==> src/rtl/cic_dec_ctrl.sv <==
// rtl/cic_dec_ctrl.sv - sequencer for a 3-stage CIC decimator: flush, warm-up discard, decimated-sample strobe
// Optional statistics counters are enabled by defining CIC_DEC_CTRL_STATS_EN.
module cic_dec_ctrl #(
    parameter int ORDER        = 3,
    parameter int FLUSH_CYCLES = 2,
    parameter int DEFAULT_DEC  = 0
) (
    input  logic        clk,
    input  logic        rst,
    input  logic        in_valid,
    input  logic        cfg_valid,
    output logic        cfg_ready,
    input  logic [2:0]  cfg_dec_factor,
    input  logic        cfg_bypass,
    output logic        cfg_err,
    output logic        cic_en,
    output logic        cic_rst_n,
    output logic [2:0]  cic_dec_factor,
    output logic        cic_bypass,
    output logic        out_valid,
`ifdef CIC_DEC_CTRL_STATS_EN
    output logic [15:0] reconfig_cnt,
    output logic [15:0] drop_cnt,
`endif
    output logic        busy
);

    typedef enum logic [1:0] {
        S_FLUSH  = 2'd0,
        S_WARMUP = 2'd1,
        S_RUN    = 2'd2
    } state_t;

    state_t      state_q;
    logic [7:0]  flush_cnt_q;
    logic [7:0]  warm_cnt_q;
    logic [3:0]  phase_q;
    logic        strobe_q;
    logic [2:0]  dec_q;
    logic        byp_q;
    logic        err_q;
    logic        ov_q;

    logic        in_flush;
    logic        accepted;
    logic        strobe;
    logic        cfg_acc;
    logic        cfg_bad;
    logic        cfg_new_dec;
    logic        cfg_new_byp;
    logic        cfg_effect;
    logic [4:0]  blk_len;
    logic        blk_last;

    // The filter is held in reset for the whole flush, so nothing is accepted then.
    assign in_flush    = (state_q == S_FLUSH);
    assign accepted    = in_valid && !in_flush;
    assign strobe      = accepted && strobe_q;
    assign blk_len     = 5'd1 << dec_q;
    assign blk_last    = (phase_q == 4'(blk_len - 5'd1));

    assign cfg_acc     = cfg_valid && cfg_ready;
    assign cfg_bad     = (cfg_dec_factor > 3'd4);
    assign cfg_new_dec = cfg_acc && !cfg_bad && (cfg_dec_factor != dec_q);
    assign cfg_new_byp = cfg_acc && !cfg_bad && (cfg_dec_factor == dec_q) && (cfg_bypass != byp_q);
    // A config that changes anything swallows the strobe of the same cycle.
    assign cfg_effect  = cfg_new_dec || cfg_new_byp;

    assign cfg_ready      = !in_flush;
    assign cic_rst_n      = !in_flush;
    assign cic_en         = accepted;
    assign cic_dec_factor = dec_q;
    assign cic_bypass     = byp_q;
    assign cfg_err        = err_q;
    assign busy           = (state_q != S_RUN);
    // Bypass passes the input strobe straight through; otherwise the registered strobe.
    assign out_valid      = (state_q == S_RUN && byp_q) ? in_valid : ov_q;

    // Sequencer: flush timing, decimation phase, warm-up discard and config application.
    always_ff @(posedge clk) begin
        if (rst) begin
            state_q     <= S_FLUSH;
            flush_cnt_q <= 8'd0;
            warm_cnt_q  <= 8'd0;
            phase_q     <= 4'd0;
            strobe_q    <= 1'b0;
            dec_q       <= 3'(DEFAULT_DEC);
            byp_q       <= 1'b0;
            err_q       <= 1'b0;
            ov_q        <= 1'b0;
        end else begin
            err_q <= cfg_acc && cfg_bad;
            ov_q  <= strobe && (state_q == S_RUN) && !byp_q && !cfg_effect;

            if (accepted) begin
                phase_q  <= blk_last ? 4'd0 : phase_q + 4'd1;
                strobe_q <= blk_last;
            end

            case (state_q)
                S_FLUSH: begin
                    if (flush_cnt_q == 8'(FLUSH_CYCLES - 1)) begin
                        state_q     <= S_WARMUP;
                        flush_cnt_q <= 8'd0;
                    end else begin
                        flush_cnt_q <= flush_cnt_q + 8'd1;
                    end
                end
                S_WARMUP: begin
                    if (byp_q) begin
                        state_q <= S_RUN;
                    end else if (strobe && !cfg_effect) begin
                        if (warm_cnt_q == 8'(ORDER - 1)) begin
                            state_q <= S_RUN;
                        end
                        warm_cnt_q <= warm_cnt_q + 8'd1;
                    end
                end
                default: begin
                end
            endcase

            // A factor change restarts the filter and discards any partial block.
            if (cfg_new_dec) begin
                dec_q       <= cfg_dec_factor;
                byp_q       <= cfg_bypass;
                state_q     <= S_FLUSH;
                flush_cnt_q <= 8'd0;
                warm_cnt_q  <= 8'd0;
                phase_q     <= 4'd0;
                strobe_q    <= 1'b0;
                ov_q        <= 1'b0;
            end else if (cfg_new_byp) begin
                byp_q <= cfg_bypass;
            end
        end
    end

`ifdef CIC_DEC_CTRL_STATS_EN
    // Saturating counters of config-driven flushes and samples dropped while flushing.
    always_ff @(posedge clk) begin
        if (rst) begin
            reconfig_cnt <= 16'd0;
            drop_cnt     <= 16'd0;
        end else begin
            if (cfg_new_dec && reconfig_cnt != 16'hFFFF) begin
                reconfig_cnt <= reconfig_cnt + 16'd1;
            end
            if (in_valid && in_flush && drop_cnt != 16'hFFFF) begin
                drop_cnt <= drop_cnt + 16'd1;
            end
        end
    end
`endif

endmodule

==> config.mk <==
export PLATFORM = sky130hd
export DESIGN_NAME = cic_dec_ctrl
export DESIGN_NICKNAME = d
export VERILOG_FILES = /design/src/rtl/cic_dec_ctrl.sv
export SDC_FILE = /design/constraint.sdc
export NUM_CORES = 1
export LEC_CHECK = 0
export BUFFER_PORTS_ARGS = -buffer_cell sky130_fd_sc_hd__buf_2
export CAP_MARGIN = 25
export CORE_ASPECT_RATIO = 0.9
export CORE_UTILIZATION = 45
export CTS_CLUSTER_DIAMETER = 150
export DETAILED_ROUTE_END_ITERATION = 10
export GPL_TIMING_DRIVEN = 0
export SLEW_MARGIN = 25
export SYNTH_ARGS = -nofsm -noshare
export SYNTH_HDL_FRONTEND = slang
export SYNTH_SLANG_ARGS = --single-unit
export TNS_END_PERCENT = 100
==> constraint.sdc <==
create_clock -name clk -period 2.4 [get_ports clk]
set_input_delay 0.12 -clock clk [delete_from_list [all_inputs] [get_ports clk]]
set_output_delay 0.12 -clock clk [all_outputs]
set_load 0.005 [all_outputs]
==> results.md, run 1 <==
* Synth cell types at 40
* Clk pin slew, worst setup/hold paths at approximately 0.060 ns
* DP HPWL at 2.68 mm
* Slew Viols, Final at 0
* I/O Pins at 18
* Grt ovf at 0
* Total Power at 0.00137 W
* Static Leak at 0.683 nW
* Clock Latency Late Sink at 0.27 ns
* Htree depth at 2
* First-pass GRT wire length at between 6 and 7 mm
* Maximum buffer depth of the clock tree at 2
* Post-route DRC at 0
* Synth top area cells: dfxtp_1, mux2i_1, xnor2_1
* Die ar. at approximately 4000 um2
* Cell total after placement at 253
* Layout cell share with drive strength beyond 1 at 18.5%
* Final Core Density at between 50% and 60%
* Final cell count without fillers at 260
* Largest stage delay, worst path at 0.45 ns
* Resized cells post-CTS at 0
* Post-CTS setup buffer count at 0
* RSZ-0062 raised after global routing: false
* Final worst-path cycle share at 88.8%
* Synthesis-stage register bit count at 29
* Vias at 1,422
* All-layer global routing usage at 20.7%
* Critical Path Start Type: flip-flop
* Hold/Removal Path Class: input port to flip-flop
* Post-route ant nets at 0
* Layout area overhead at 13.4%
* Diode count at 0
* Crit path DAT at between 2 and 2.5 ns
* Worst Skew at roughly 0.0026 ns
* CP max-delay cell: or3_2
* Sequential fraction of the synthesis area at roughly a third
* Hold path start: rst
* Mapped Nets at between 200 and 250
* Pre-CTS setup slack at 0.249 ns
* Mapped Cells at around 190
* Vias per cell at about 5.5
* First-pass iteration count of the detailed router at 4
* Routed WL at between 3 and 4 mm
* Post-synth top area share at between 30% and 40%
* CTS Hold Bufs at 0
* CP Cell Sequence: clkbuf_1 > or3_2 > ha_1 > xor2_1 > o2111ai_1 > o211ai_1 > nor2_1
* Most frequent cells in the layout: dfxtp_1, nand2_1, buf_2
* Tightest Pin Transition at around 0.57 ns
* CTS buffer count at 5
* Initial antenna violation count at 0
* Routed len/inst at 13.9 um
* Syn_area_per_cell at roughly 9 um2
* Placer's final routability congestion estimate at about 0.86
* Status: completed
* Synthesis Warnings at 0
* CP required at between 2 and 3 ns
* Pwr dens at between 700 and 800 nW/um2
* Final #Nets at 230
* Worst ir drop on vdd at slightly below 0.5 mV
* Max-cap violations at 0
* Post-Syn Area at around 1700 um2
* Slew headroom at 61.6%
* Reg2reg start: cic_dec_factor[2]
* Setup CP Type: flip-flop to flip-flop
* Final hold violation count at 0
* Vias in the first global route at between 1,000 and 1,500
* CTS tree: done
* Largest net degree at the start of global routing at 11
* Achievable Freq at roughly 0.47 GHz
* Starting Density at about half
* Commonest non-fill, non-tap cell in the layout: dfxtp_1
* Row cnt at 20
* Synth area leader: dfxtp_1
* Die Y at approximately 60 um
* Worst Slack Setup Final at ~0.27 ns
* CTS sink cnt at 29
* Core Box Area at 3480 um2
* Crit end category: flip-flop
* Fin Setup TNS at 0 ns
* Worst Path Max Fanout at 8
* 1st-iter DRT viols at 124
* Die Width at between 60 and 70 um
* Crit path time final at ~2.1 ns
* Worst setup path startpoint: cic_dec_factor[2]
* Final setup fails at 0
* PortBufs at 17
* Root buffer cell: clkbuf_8
## worst max-delay path: cells and delay by family, from the launching register on
kind	cells	cell delay, ns
simple gates	2	0.54
flops	1	0.30
xor+xnor	1	0.14
compound gates	2	0.51
fa+ha+maj	1	0.32
buf+inv	1	0.20
## registers in the layout, summed over array words and instances (netlist names), 2 cells and up
| name | flops |
|---|---|
| cic_dec_factor | 3 |
| flush_cnt_q | 8 |
| phase_q | 4 |
| state_q | 2 |
| warm_cnt_q | 8 |
## through the flow
step / hold WS (ns) / instance area, um2
detailed placement: 0.379 / 1830
global placement: 0.378 / 1830
floorplan: 0.189 / 1690
global route: 0.0914 / 1910
CTS: 0.0923 / 1910
finish: 0.103 / 1910
## per-layer routing
layer	global-route usage [%]	part of all wire, %
met1	27.1	49
met2	33.0	44
met3	4.96	6.1
met4	7.29	1.1
met5	0	0
## cell families after synthesis
kind of cell | synth area share, %
flops | 34.4
buf+inv | 5.56
fa+ha+maj | 4.45
mux | 6.00
simple gates | 25.4
xor+xnor | 9.34
compound gates | 14.8
## cell usage after synthesis (all sizes together)
cell type,count
mux2i,9
xnor2,10
a21oi,4
and2,1
a2111oi,3
nand2,21
nand2b,1
o21a,2
nor2b,1
or3b,1
xor2,8
nor3,6
o21ba,1
a221o,1
or3,2
a21bo,1
o211ai,1
nand4,2
nand3b,6
inv,7
o31a,1
o311ai,1
or2,1
dfxtp,29
nor4,4
o221a,1
o2111ai,2
or4,1
nor4b,3
o21ai,2
nor2,18
clkbuf,6
nor3b,1
nand3,16
buf,6
mux2,1
ha,6
a211oi,5
## path summary, 6_finish.rpt
check | slack, ns | depth (start not counted) | end
setup / recovery | 0.27 | 7 | phase_q[2]
hold / removal | 0.10 | 2 | cic_bypass
setup reg to reg | 0.27 | 7 | phase_q[2]
hold reg to reg | 0.49 | 2 | warm_cnt_q[7]
## power by group
| part | switching (W) | internal (W) |
|---|---|---|
| clock network | 0.000169 | 0.000227 |
| logic | 0.000243 | 0.000173 |
| registers | 0.0000354 | 0.000522 |
| total | 0.000448 | 0.000921 |
## final cells by class
type                       instances  area, um2
tap                               44       55.1
buffer                            12       67.6
multi-input combinational        144       1010
sequential                        29        581
fill                             324       1560
timing repair buffer              17       85.1
clock buffer                       7       86.3
inverter                           7       26.3
Note: power is estimated with default switching activity, not from simulation.
==> inputs of run 2 (changes only) <==
--- a/config.mk
+++ b/config.mk
@@ -9,10 +9,11 @@
 export CAP_MARGIN = 25
 export CORE_ASPECT_RATIO = 0.9
 export CORE_UTILIZATION = 45
+export CTS_BUF_LIST = sky130_fd_sc_hd__clkbuf_16
 export CTS_CLUSTER_DIAMETER = 150
 export DETAILED_ROUTE_END_ITERATION = 10
 export GPL_TIMING_DRIVEN = 0
-export SLEW_MARGIN = 25
+export SLEW_MARGIN = 30
 export SYNTH_ARGS = -nofsm -noshare
 export SYNTH_HDL_FRONTEND = slang
 export SYNTH_SLANG_ARGS = --single-unit
==> run 2 against run 1 <==
Critical endpoint is now warm_cnt_q[5]; largest cell class unchanged; sequential cell count is the same; die area is the same; sequential share of layout area shrank 0.72 points; core utilization grew 1.3 points; setup slack lost 0.011 ns; clock power grew 41%; register-to-register slack is essentially flat; routed wire length grew 1.1%; clock skew grew 0.0021 ns; sequential power is essentially flat.
==> results.md, run 2 (synthesized netlist as in run 1, its figures left out) <==
* First-pass GRT wire length at 6.10 mm (-0.68%)
* Post-route ant nets at 0 (unchanged)
* Fin Setup TNS at 0 ns (unchanged)
* Worst Path Max Fanout at 8 (unchanged)
* First-pass iteration count of the detailed router at 4 (unchanged)
* Routed WL at 3.64 mm (+1.1%)
* All-layer global routing usage at 20.7% (-0.032 points)
* Maximum buffer depth of the clock tree at 2 (unchanged)
* Diode count at 0 (unchanged)
* Status: completed
* CTS Hold Bufs at 0 (unchanged)
* CP required at 2.59 ns (+0.04 ns)
* Htree depth at 2 (unchanged)
* CP max-delay cell: or4_1
* Initial antenna violation count at 0 (unchanged)
* Setup CP Type: flip-flop to flip-flop
* RSZ-0062 raised after global routing: false
* Hold/Removal Path Class: input port to flip-flop
* Largest net degree at the start of global routing at 11 (unchanged)
* Hold Path Sink: cic_dec_factor[1]
* RR Endpoint: warm_cnt_q[5]
* Crit end category: flip-flop
* Pwr dens at 783 nW/um2 (+9.5%)
* Worst ir drop on vdd at 0.628 mV (+29%)
* Final worst-path cycle share at 89.3% (+0.47 points)
* Final hold violation count at 0 (unchanged)
* Commonest non-fill, non-tap cell in the layout: dfxtp_1
* Pre-CTS setup slack at 0.249 ns (unchanged)
* Critical Path Start Type: flip-flop
* Slew Viols, Final at 0 (unchanged)
* Vias per cell at 5.47 (unchanged)
* Row cnt at 20 (unchanged)
* Die Width at 66.6 um (unchanged)
* Post-CTS setup buffer count at 0 (unchanged)
* Layout area overhead at 16.2%
* Final Core Density at 56.4% (+1.3 points)
* Vias in the first global route at 1,373 (-0.36%)
* Grt ovf at 0 (unchanged)
* Crit path DAT at 2.33 ns (+0.04 ns)
* 1st-iter DRT viols at 136 (+9.7%)
* Clock Latency Late Sink at 0.27 ns (about the same)
* Static Leak at 0.708 nW (+3.5%)
* Die Y at 60.1 um (unchanged)
* Largest registers: flush_cnt_q: 8 flops, warm_cnt_q: 8 flops, phase_q: 4 flops
* Cell total after placement at 253 (unchanged)
* Final cell count without fillers at 260 (unchanged)
* Reg2reg start: cic_dec_factor[2]
* Die ar. at 4000 um2 (unchanged)
* CP Cell Sequence: clkbuf_1 > xor2_1 > or4_1 > buf_6 > a2111oi_4 > mux2i_1
* Hold path start: rst
* Final setup fails at 0 (unchanged)
* Final #Nets at 230 (unchanged)
* Tightest Pin Transition at 0.551 ns (-0.0235 ns)
* Worst Slack Setup Final at 0.257 ns (-0.0113 ns)
* PortBufs at 17 (unchanged)
* Worst Reg2Reg Path Length in Cells at 6 (-1)
* CTS sink cnt at 29 (unchanged)
* Starting Density at 48.5% (unchanged)
* DP HPWL at 2.68 mm (unchanged)
* Vias at 1,422 (unchanged)
* I/O Pins at 18 (unchanged)
* Crit path time final at 2.14 ns (+0.0113 ns)
* Max-cap violations at 0 (unchanged)
* Root buffer cell: clkbuf_16
* Achievable Freq at 0.467 GHz (-0.53%)
* CTS tree: done
* Post-route DRC at 0 (unchanged)
* Core Box Area at 3480 um2 (unchanged)
* Worst Skew at 0.00468 ns (+0.00212 ns)
* Hold depth at 2 (unchanged)
* Resized cells post-CTS at 0 (unchanged)
* Largest stage delay, worst path at 0.44 ns (about the same)
* Routed len/inst at 14.0 um (+1.1%)
* R2R Setup Slk at 0.26 ns (about the same)
* Most frequent cells in the layout: dfxtp_1, nand2_1, buf_2
* Layout cell share with drive strength beyond 1 at 18.1% (-0.46 points)
* Clk pin slew, worst setup/hold paths at 0.05 ns (about the same)
* Slew headroom at 63.1% (+1.6 points)
* CTS buffer count at 5 (unchanged)
* Placer's final routability congestion estimate at 0.863 (unchanged)
-- run 2: routing by layer --
metal	GRT usage [%]	wire length, um	vias to the layer above
met4	8.21	52	0
met2	33.2	1620	29
met3	4.96	179	7
met1	26.6	1790	658
li1	-	-	728
met5	0	0	-
-- run 2: cell type report --
type / instances / area (um2)
plain buffers: 12 / 67.6
clock buffers: 5 / 125
clock inverters: 2 / 7.51
fillers: 315 / 1520
inverters: 7 / 26.3
multi-input cells: 144 / 1010
flip-flops and latches: 29 / 581
well taps: 44 / 55.1
repair buffers: 17 / 85.1
-- run 2: worst max path at each step --
stage / from / end / slack, ns
3_5_place_dp: cic_dec_factor[2] / phase_q[2] / 0.25
6_report: cic_dec_factor[2] / warm_cnt_q[5] / 0.26
3_3_place_gp: cic_dec_factor[2] / phase_q[2] / 0.32
5_1_grt: cic_dec_factor[2] / phase_q[3] / 0.09
2_1_floorplan: cic_dec_factor[0] / phase_q[0] / 0.46
4_1_cts: cic_dec_factor[2] / phase_q[2] / 0.24
-- run 2: critical path: cells and delay by family (launching register included) --
kind	cells	cell delay, ns
mux	1	0.25
simple gates	1	0.44
buf+inv	2	0.50
compound gates	1	0.36
xor+xnor	1	0.20
flops	1	0.32
-- run 2: power by group --
group          internal (W)  switching, W
combinational      0.000173      0.000245
sequential         0.000523     0.0000351
clock              0.000368      0.000192
total               0.00106      0.000471
-- run 2: stage by stage --
| step | total power, W | cell area (um2) | hold WS, ns |
|---|---|---|---|
| final | 0.00154 | 1960 | 0.112 |
| after global routing | 0.00163 | 1960 | 0.104 |
| after CTS | 0.00155 | 1960 | 0.100 |
| after detailed placement | 0.000982 | 1830 | 0.379 |
| after global placement | 0.000965 | 1830 | 0.378 |
| after floorplan | 0.000867 | 1690 | 0.189 |
==> inputs of run 3 (changes only) <==
--- a/config.mk
+++ b/config.mk
@@ -13,6 +13,7 @@
 export CTS_CLUSTER_DIAMETER = 150
 export DETAILED_ROUTE_END_ITERATION = 10
 export GPL_TIMING_DRIVEN = 0
+export MAX_ROUTING_LAYER = met4
 export SLEW_MARGIN = 30
 export SYNTH_ARGS = -nofsm -noshare
 export SYNTH_HDL_FRONTEND = slang
==> run 3 against run 2 <==
Global-route usage increased by 0.66 points; count of clock-buffer cells in the layout stayed put; routed wire length did not move; core utilization is the same; non-clock buffer count unchanged; critical path depth grew 1; power about the same; via count shrank 0.42%; combinational power about the same; clock skew about the same; largest cell class unchanged; sequential cell count is the same; first-iteration DRC count decreased by 12%.
==> results.md, run 3 (synthesized netlist as in run 1, its figures left out) <==
* Status: completed
* Max-cap violations at 0 (unchanged)
* Most frequent cells in the layout: dfxtp_1, nand2_1, buf_2
* Placer's final routability congestion estimate at 0.877 (+1.6%)
* Sw Ratio at 30.7% (-0.039 points)
* Final worst-path cycle share at 88.9% (-0.35 points)
* Vias per cell at 5.45 (-0.42%)
* Worst Skew at 0.00466 ns (-0.0000145 ns)
* Layout cell share with drive strength beyond 1 at 18.1% (unchanged)
* Post-route DRC at 0 (unchanged)
* Die Y at 60.1 um (unchanged)
* Final Core Density at 56.4% (unchanged)
* All-layer global routing usage at 21.3% (+0.66 points)
* First-pass iteration count of the detailed router at 4 (unchanged)
* Crit end category: flip-flop
* Final hold violation count at 0 (unchanged)
* First-pass GRT wire length at 6.09 mm (-0.11%)
* Final setup fails at 0 (unchanged)
* RSZ-0062 raised after global routing: false
* Resized cells post-CTS at 0 (unchanged)
* Layout area overhead at 16.2% (unchanged)
* Hold/Removal Path Class: input port to flip-flop
* Vias at 1,416 (-0.42%)
* Tightest Pin Transition at 0.551 ns (+0.0000222 ns)
* P_sw at 0.000471 W (-0.19%)
* Comb pwr share at 27.2% (about the same)
* Slew Viols, Final at 0 (unchanged)
* Die ar. at 4000 um2 (unchanged)
* Routed len/inst at 14.0 um (unchanged)
* Grt ovf at 0 (unchanged)
* Die Width at 66.6 um (unchanged)
* Pwr dens at 783 nW/um2 (about the same)
* Post-DP Area at 1830 um2 (unchanged)
* Initial antenna violation count at 0 (unchanged)
* Crit path DAT at 2.28 ns (-0.05 ns)
* Routed WL at 3.64 mm (unchanged)
* DP HPWL at 2.68 mm (unchanged)
* Area of the multi-input gates at 1010 um2 (unchanged)
* Largest registers: flush_cnt_q: 8 flops, warm_cnt_q: 8 flops, phase_q: 4 flops
* CTS sink cnt at 29 (unchanged)
* Post-route ant nets at 0 (unchanged)
* PortBufs at 17 (unchanged)
* Root buffer cell: clkbuf_16
* 1st-iter DRT viols at 120 (-12%)
* Post-CTS setup buffer count at 0 (unchanged)
* Crit path time final at 2.13 ns (-0.00850 ns)
* Maximum buffer depth of the clock tree at 2 (unchanged)
* Critical Path Start Type: flip-flop
* Largest net degree at the start of global routing at 11 (unchanged)
* Proportion of power drawn by the clock network at 36.4% (about the same)
* Fin Setup TNS at 0 ns (unchanged)
* Sequential share of power at 36.4% (about the same)
* Vias in the first global route at 1,371 (-0.15%)
* Clk pin slew, worst setup/hold paths at 0.05 ns (about the same)
* Core Box Area at 3480 um2 (unchanged)
* Reg area at 581 um2 (unchanged)
* CP required at 2.55 ns (-0.04 ns)
* Pre-CTS setup slack at 0.249 ns (unchanged)
* Slew headroom at 63.1% (about the same)
* Htree depth at 2 (unchanged)
* CTS tree: done
* Fillcell total at 315 (unchanged)
* Worst ir drop on vdd at 0.628 mV (about the same)
* Final #Nets at 230 (unchanged)
* Worst Slack Setup Final at 0.265 ns (+0.00850 ns)
* Commonest non-fill, non-tap cell in the layout: dfxtp_1
* CTS Hold Bufs at 0 (unchanged)
* CTS buffer count at 5 (unchanged)
* Diode count at 0 (unchanged)
* Row cnt at 20 (unchanged)
* Starting Density at 48.5% (unchanged)
* Setup CP Type: flip-flop to flip-flop
* Final design area excluding fillers at 1960 um2 (unchanged)
* Hold WS at 0.112 ns (-0.000238 ns)
* I/O Pins at 18 (unchanged)
* Static Leak at 0.708 nW (unchanged)
* Achievable Freq at 0.468 GHz (+0.40%)
* Clock Latency Late Sink at 0.27 ns (about the same)
* Worst Path Max Fanout at 8 (unchanged)
* Pint at 0.00106 W (about the same)
## run 3: cell counts in the layout (fill, tap and decap cells not counted)
Identical to the previous run, type by type.
## run 3: metal layers
metal  part of all wire, %  track usage, %  vias to the layer above  wire [um]
met5                     0               -                        -          0
met2                    44            33.0                       29       1620
met1                    49            26.8                      651       1790
met3                   4.9            4.96                        7        180
li1                      -               -                      729          -
met4                   1.5            8.21                        0         55
## run 3: cell type report
cell class | instances | area share, %
clock buffer | 5 | 6.38
tap | 44 | 2.81
timing repair buffer | 17 | 4.34
inverter | 7 | 1.34
clock inverter | 2 | 0.383
multi-input combinational | 144 | 51.7
buffer | 12 | 3.45
sequential | 29 | 29.6
## run 3: final timing paths
| path | cells past startpoint | from | slack, ns | end |
|---|---|---|---|---|
| worst max register to register | 7 | cic_dec_factor[2] | 0.27 | phase_q[2] |
| worst min-delay path | 2 | rst | 0.11 | cic_dec_factor[1] |
| worst max-delay path | 7 | cic_dec_factor[2] | 0.27 | phase_q[2] |
| worst min register to register | 2 | warm_cnt_q[7] | 0.48 | warm_cnt_q[7] |
## run 3: worst max-delay path: stages, from the launching register on
cell       delay, ns
dfxtp_1         0.30
clkbuf_1        0.20
or3_2           0.45
ha_1            0.32
xor2_1          0.15
o2111ai_1       0.16
o211ai_1        0.34
nor2_1          0.09
## run 3: metrics by stage
| stage | std cells | power (W) |
|---|---|---|
| finish | 260 | 0.00153 |
| global route | 260 | 0.00163 |
| CTS | 260 | 0.00155 |
| detailed placement | 253 | 0.000982 |
| global placement | 253 | 0.000965 |
| floorplan | 192 | 0.000867 |
## run 3: power groups by stage
stage | sequential [W] | clock, W | combinational [W]
2_1_floorplan | 0.000560 | 0 | 0.000307
3_3_place_gp | 0.000565 | 0 | 0.000401
3_5_place_dp | 0.000567 | 0 | 0.000415
4_1_cts | 0.000558 | 0.000571 | 0.000417
5_1_grt | 0.000561 | 0.000595 | 0.000476
6_report | 0.000558 | 0.000559 | 0.000417
